$ cat src/rtl/pwm_reg_fifo_mc.sv
// Multi-channel PWM register front end: per-channel duty FIFOs plus one period FIFO,
// committed to active registers on period start, with sticky overflow/underflow status.
module pwm_reg_fifo_mc #(
    parameter int unsigned WIDTH    = 8,
    parameter int unsigned DEPTH    = 4,
    parameter int unsigned CHANNELS = 2,
    parameter int unsigned AW       = $clog2(CHANNELS + 1)
) (
    input  logic                      i_clk,
    input  logic                      i_rst,
    input  logic                      i_wr_en,
    input  logic [AW-1:0]             i_wr_addr,
    input  logic [WIDTH-1:0]          i_wr_data,
    input  logic                      i_period_start,
    input  logic                      i_sync_mode,
    input  logic                      i_flag_clr,
    output logic [CHANNELS*WIDTH-1:0] o_duty,
    output logic [WIDTH-1:0]          o_period,
    output logic [CHANNELS:0]         o_full,
    output logic [CHANNELS:0]         o_empty,
    output logic [CHANNELS:0]         o_overflow,
    output logic [CHANNELS:0]         o_underflow,
    output logic                      o_update
);
    localparam int unsigned NF = CHANNELS + 1;
    localparam int unsigned PW = $clog2(DEPTH);
    localparam int unsigned CW = PW + 1;

    logic [WIDTH-1:0] mem_q [NF][DEPTH];
    logic [PW-1:0]    wptr_q [NF];
    logic [PW-1:0]    wptr_d [NF];
    logic [PW-1:0]    rptr_q [NF];
    logic [PW-1:0]    rptr_d [NF];
    logic [CW-1:0]    cnt_q  [NF];
    logic [CW-1:0]    cnt_d  [NF];
    logic [WIDTH-1:0] act_q  [NF];
    logic [WIDTH-1:0] act_d  [NF];
    logic [NF-1:0]    ovf_q, ovf_d;
    logic [NF-1:0]    udf_q, udf_d;
    logic             update_q, update_d;

    logic [NF-1:0]    empty, full, push, pop, push_ok;
    logic             all_ne;

    always_comb begin
        all_ne = 1'b1;
        for (int f = 0; f < NF; f++) begin
            empty[f] = (cnt_q[f] == '0);
            full[f]  = (cnt_q[f] == CW'(DEPTH));
            all_ne   = all_ne & ~empty[f];
        end
    end

    // A pop frees a slot in the same cycle, so a full FIFO still accepts a push
    // when it is also popping; an empty FIFO never bypasses.
    always_comb begin
        for (int f = 0; f < NF; f++) begin
            push[f]    = i_wr_en && (i_wr_addr == AW'(f));
            pop[f]     = i_period_start && !empty[f] && (!i_sync_mode || all_ne);
            push_ok[f] = push[f] && (!full[f] || pop[f]);
            wptr_d[f]  = push_ok[f] ? wptr_q[f] + PW'(1) : wptr_q[f];
            rptr_d[f]  = pop[f] ? rptr_q[f] + PW'(1) : rptr_q[f];
            cnt_d[f]   = cnt_q[f] + CW'(push_ok[f]) - CW'(pop[f]);
            act_d[f]   = pop[f] ? mem_q[f][rptr_q[f]] : act_q[f];
            ovf_d[f]   = (ovf_q[f] & ~i_flag_clr) | (push[f] & full[f] & ~pop[f]);
            udf_d[f]   = (udf_q[f] & ~i_flag_clr) | (i_period_start & empty[f]);
        end
        update_d = |pop;
    end

    always_ff @(posedge i_clk or posedge i_rst) begin
        if (i_rst) begin
            for (int f = 0; f < NF; f++) begin
                wptr_q[f] <= '0;
                rptr_q[f] <= '0;
                cnt_q[f]  <= '0;
                act_q[f]  <= '0;
            end
            act_q[CHANNELS] <= '1;
            ovf_q    <= '0;
            udf_q    <= '0;
            update_q <= 1'b0;
        end else begin
            for (int f = 0; f < NF; f++) begin
                wptr_q[f] <= wptr_d[f];
                rptr_q[f] <= rptr_d[f];
                cnt_q[f]  <= cnt_d[f];
                act_q[f]  <= act_d[f];
            end
            ovf_q    <= ovf_d;
            udf_q    <= udf_d;
            update_q <= update_d;
        end
    end

    // Storage needs no reset: pointers and counts define which entries are live.
    always_ff @(posedge i_clk) begin
        for (int f = 0; f < NF; f++) begin
            if (push_ok[f]) begin
                mem_q[f][wptr_q[f]] <= i_wr_data;
            end
        end
    end

    always_comb begin
        o_duty = '0;
        for (int n = 0; n < CHANNELS; n++) begin
            o_duty[n*WIDTH +: WIDTH] = act_q[n];
        end
    end

    assign o_period    = act_q[CHANNELS];
    assign o_full      = full;
    assign o_empty     = empty;
    assign o_overflow  = ovf_q;
    assign o_underflow = udf_q;
    assign o_update    = update_q;

endmodule

$ cat config.mk
export PLATFORM = sky130hd
export DESIGN_NAME = pwm_reg_fifo_mc
export DESIGN_NICKNAME = d
export VERILOG_FILES = /design/src/rtl/pwm_reg_fifo_mc.sv
export SDC_FILE = /design/constraint.sdc
export NUM_CORES = 1
export LEC_CHECK = 0
export ABC_AREA = 1
export BUFFER_PORTS_ARGS = -buffer_cell sky130_fd_sc_hd__buf_2
export CAP_MARGIN = 20
export CELL_PAD_IN_SITES_DETAIL_PLACEMENT = 1
export CELL_PAD_IN_SITES_GLOBAL_PLACEMENT = 1
export CORE_ASPECT_RATIO = 1.25
export CORE_UTILIZATION = 51
export DETAILED_ROUTE_END_ITERATION = 10
export PLACE_DENSITY = 0.86
export SLEW_MARGIN = 10
export SYNTH_ARGS = -nofsm -noshare
export SYNTH_HDL_FRONTEND = slang
export SYNTH_SLANG_ARGS = --single-unit
$ cat constraint.sdc
create_clock -name i_clk -period 3.5 [get_ports i_clk]
set_input_delay 0.7 -clock i_clk [delete_from_list [all_inputs] [get_ports i_clk]]
set_output_delay 0.7 -clock i_clk [all_outputs]
set_load 0.02 [all_outputs]
==> metrics.md <==
| Metric | Value |
|---|---|
| Status | `complete, no violations` |
| Setup Crit Path Kind | `register to register` |
| Wirelength per Cell | `22.06 µm` |
| Worst path most repeated cell | `nand2_2` |
| Drt via density | `5.624` |
| Post-layout power | `6.609 mW` |
| Synth Register Bits | `148` |
| Main flop type after synthesis | `edfxtp_1` |
| Cells after Synth | `533` |
| DP Worst Slack | `625.1 ps` |
| Seq/Total Area, Yosys | `68.02%` |
| Global route overflow | `0` |
| Die ar. | `0.01254 mm²` |
| Fmax | `354.4 MHz` |
| Detailed Route Iter0 Violations | `374` |
| Slowest CP cell | `nor2_1` |
| # hold bufs at CTS | `0` |
| Multi-input logic area | `0.001694 mm²` |
| Core area | `0.01167 mm²` |
| Crit-path max FO | `14` |
| Worst-path clk slew | `60 ps` |
| Sequential Area | `0.004194 mm²` |
| I/O pin count | `53` |
| PwrDens | `922.7 mW/mm²` |
| Distinct cells, synth | `26` |
| Die H | `124.9 µm` |
| Average size of a mapped cell | `11.57 µm²` |
| CTS buffer count | `17` |
| Layout cells sized above 1 | `18.00%` |
| Reg power frac | `39.7%` |
| Crit path launch type | `register` |
| Min setup slack post-route | `678.0 ps` |
| Post-Syn Nets | `567` |
| IO buf count | `52` |
| CP Cell Sequence | `nor2_1 > nand2_1 > nand3_1 > nand2_2 > nand2_2 > nand2_2 > nand2_2 > nor2_1` |
| Clk pwr share | `28.9%` |
| Worst-Margin Slew | `850.2 ps` |
| Max Cap Viol | `0` |
| First-pass GRT wire length | `26.28 mm` |
| Layout area overhead | `16.17%` |
| DR vias | `4,280` |
| CTS tree | `yes` |
| Initial antenna violation count | `0` |
| Worst Path Arrival | `2870 ps` |
| Max Clock Skew | `10.40 ps` |
| Largest net degree at the start of global routing | `49` |
| Endpoints failing setup | `0` |
| Placement Cell Area | `0.006534 mm²` |
| Setup bufs post-CTS | `0` |
| Die Width | `100.3 µm` |
| Switching pwr | `2.503 mW` |
| H-tree depth | `4` |
| Post-CTS Resized | `0` |
| Max-slew headroom | `42.88%` |
| Nets@finish | `622` |
| EDFF count, synth | `96` |
| Post-synth ARST share | `35.14%` |
| Period Utilization, post-route | `80.63%` |
| Remaining antenna violation count after routing | `0` |
| Leak | `2.971 nW` |
| Clk root buf | `clkbuf_16` |
| Synthesis Warnings | `0` |
| Commonest non-fill, non-tap cell in the layout | `edfxtp_1` |
| Vias in the first global route | `4,681` |
| Most frequent cells in the layout | `edfxtp_1, nor2_1, nand2_1` |
| Setup TNS | `0 ps` |
| Nature of the critical path endpoint | `register` |
| Worst path required time | `3550 ps` |
| FILL cells | `1,220` |
| Max stage delay on crit path | `660 ps` |
| Total global-route track usage | `29.19%` |
| Hold Path Class | `input port to asynchronous set/reset pin` |
| Final hold viol count | `0` |
| Logic gate share of total power | `31.4%` |
| Post-Route WL | `16.79 mm` |
| Rows | `44` |
| Slew Limit Fails | `0` |
| CTS Buffer Depth | `2` |
| Pint | `4.106 mW` |
| Min Tclk post-route | `2822 ps` |
| Initial Util | `52.83%` |
| Iteration count of the initial detailed-routing pass | `4` |
| Crit path buf inv count | `0` |
| HPWL after DPL | `10.30 mm` |
| Area of the mapped netlist | `0.006166 mm²` |
| Ant diodes | `0` |
| CTS Sinks | `148` |
| Final core utilization | `61.37%` |
| Worst-Skew Late Latency | `430 ps` |
| Peak VDD IR | `0.4830 mV` |
| Final instance area | `0.007163 mm²` |
| Placer's final routability congestion estimate | `0.8105` |
| RSZ-0062 raised after global routing | `false` |
| # DRC | `0` |
| Largest delay share family, worst path | `simple AND/OR/NAND/NOR gates` |
| Net Sw Frac | `37.88%` |
==> Yosys cell counts, drive strengths merged, types with 3 or more instances <==
cell type	number	share of area (%)
xor2	7	0.99
o21ai	69	5.6
inv	45	2.7
dfstp	8	3.4
fa	3	0.97
nand2	79	5.5
o22ai	12	1.2
edfxtp	96	47
or2	3	0.30
nand3	38	3.1
dfrtp	44	18
nor2	88	5.9
clkbuf	3	0.18
buf	16	1.6
ha	15	3.0
nand3b	3	0.37
==> final timing paths <==
| path | startpoint | endpoint | slack, ps | depth (start not counted) |
|---|---|---|---|---|
| setup / recovery | cnt_q[4] | mem_q[0][71] | 680 | 8 |
| hold / removal | i_rst | o_underflow[1] | 330 | 2 |
| setup reg to reg | cnt_q[4] | mem_q[0][71] | 680 | 8 |
| hold reg to reg | o_period[1] | o_period[1] | 480 | 2 |
| max in group asynchronous | i_rst | o_period[5] | 2410 | 4 |
| min in group i_clk | o_period[1] | o_period[1] | 480 | 2 |
==> metal layers <==
| metal | part of all wire (%) | vias to the layer above | GRT usage [%] |
|---|---|---|---|
| met2 | 53 | 161 | 50.04 |
| li1 | - | 1902 | - |
| met4 | 4.1 | 0 | 15.00 |
| met3 | 4.8 | 47 | 6.316 |
| met5 | 0 | - | 0 |
| met1 | 38 | 2170 | 34.22 |
==> kinds of logic after synthesis <==
kind of cell    count (synthesis)  share of synthesized area [%]
buf+inv                        64                          4.505
xor+xnor                        9                          1.278
simple gates                  213                          15.36
fa+ha+maj                      18                          4.018
compound gates                 81                          6.818
flops                         148                          68.02
==> final cells by class <==
class | instances | area share, %
Clock buffer | 21 | 6.288
Clock inverter | 10 | 2.218
Inverter | 45 | 2.358
Multi-Input combinational cell | 321 | 23.65
Sequential cell | 148 | 58.55
Tap cell | 161 | 2.812
Timing Repair Buffer | 55 | 4.122
==> per-stage QoR <==
step                      instances  hold slack, ps
after CTS                       760           475.0
after floorplan                 533           490.1
after detailed placement        729           464.8
after global routing            761           364.2
after global placement          729           455.2
final                           761           328.4
==> power by group through the flow <==
stage	registers [mW]	logic, mW	clock network, mW
floorplan	2.64	1.33	0
global placement	2.60	1.85	0
detailed placement	2.63	2.01	0
CTS	2.62	2.09	1.92
global route	2.67	2.29	1.98
finish	2.62	2.07	1.91
==> flip-flops by register name, summed over array words and instances (netlist names) <==
signal,count
o_duty,16
rptr_q,6
wptr_q,6
o_update,1
cnt_q,9
mem_q,96
o_period,8
o_underflow,3
o_overflow,3
Power figures use the tool's default switching activity.
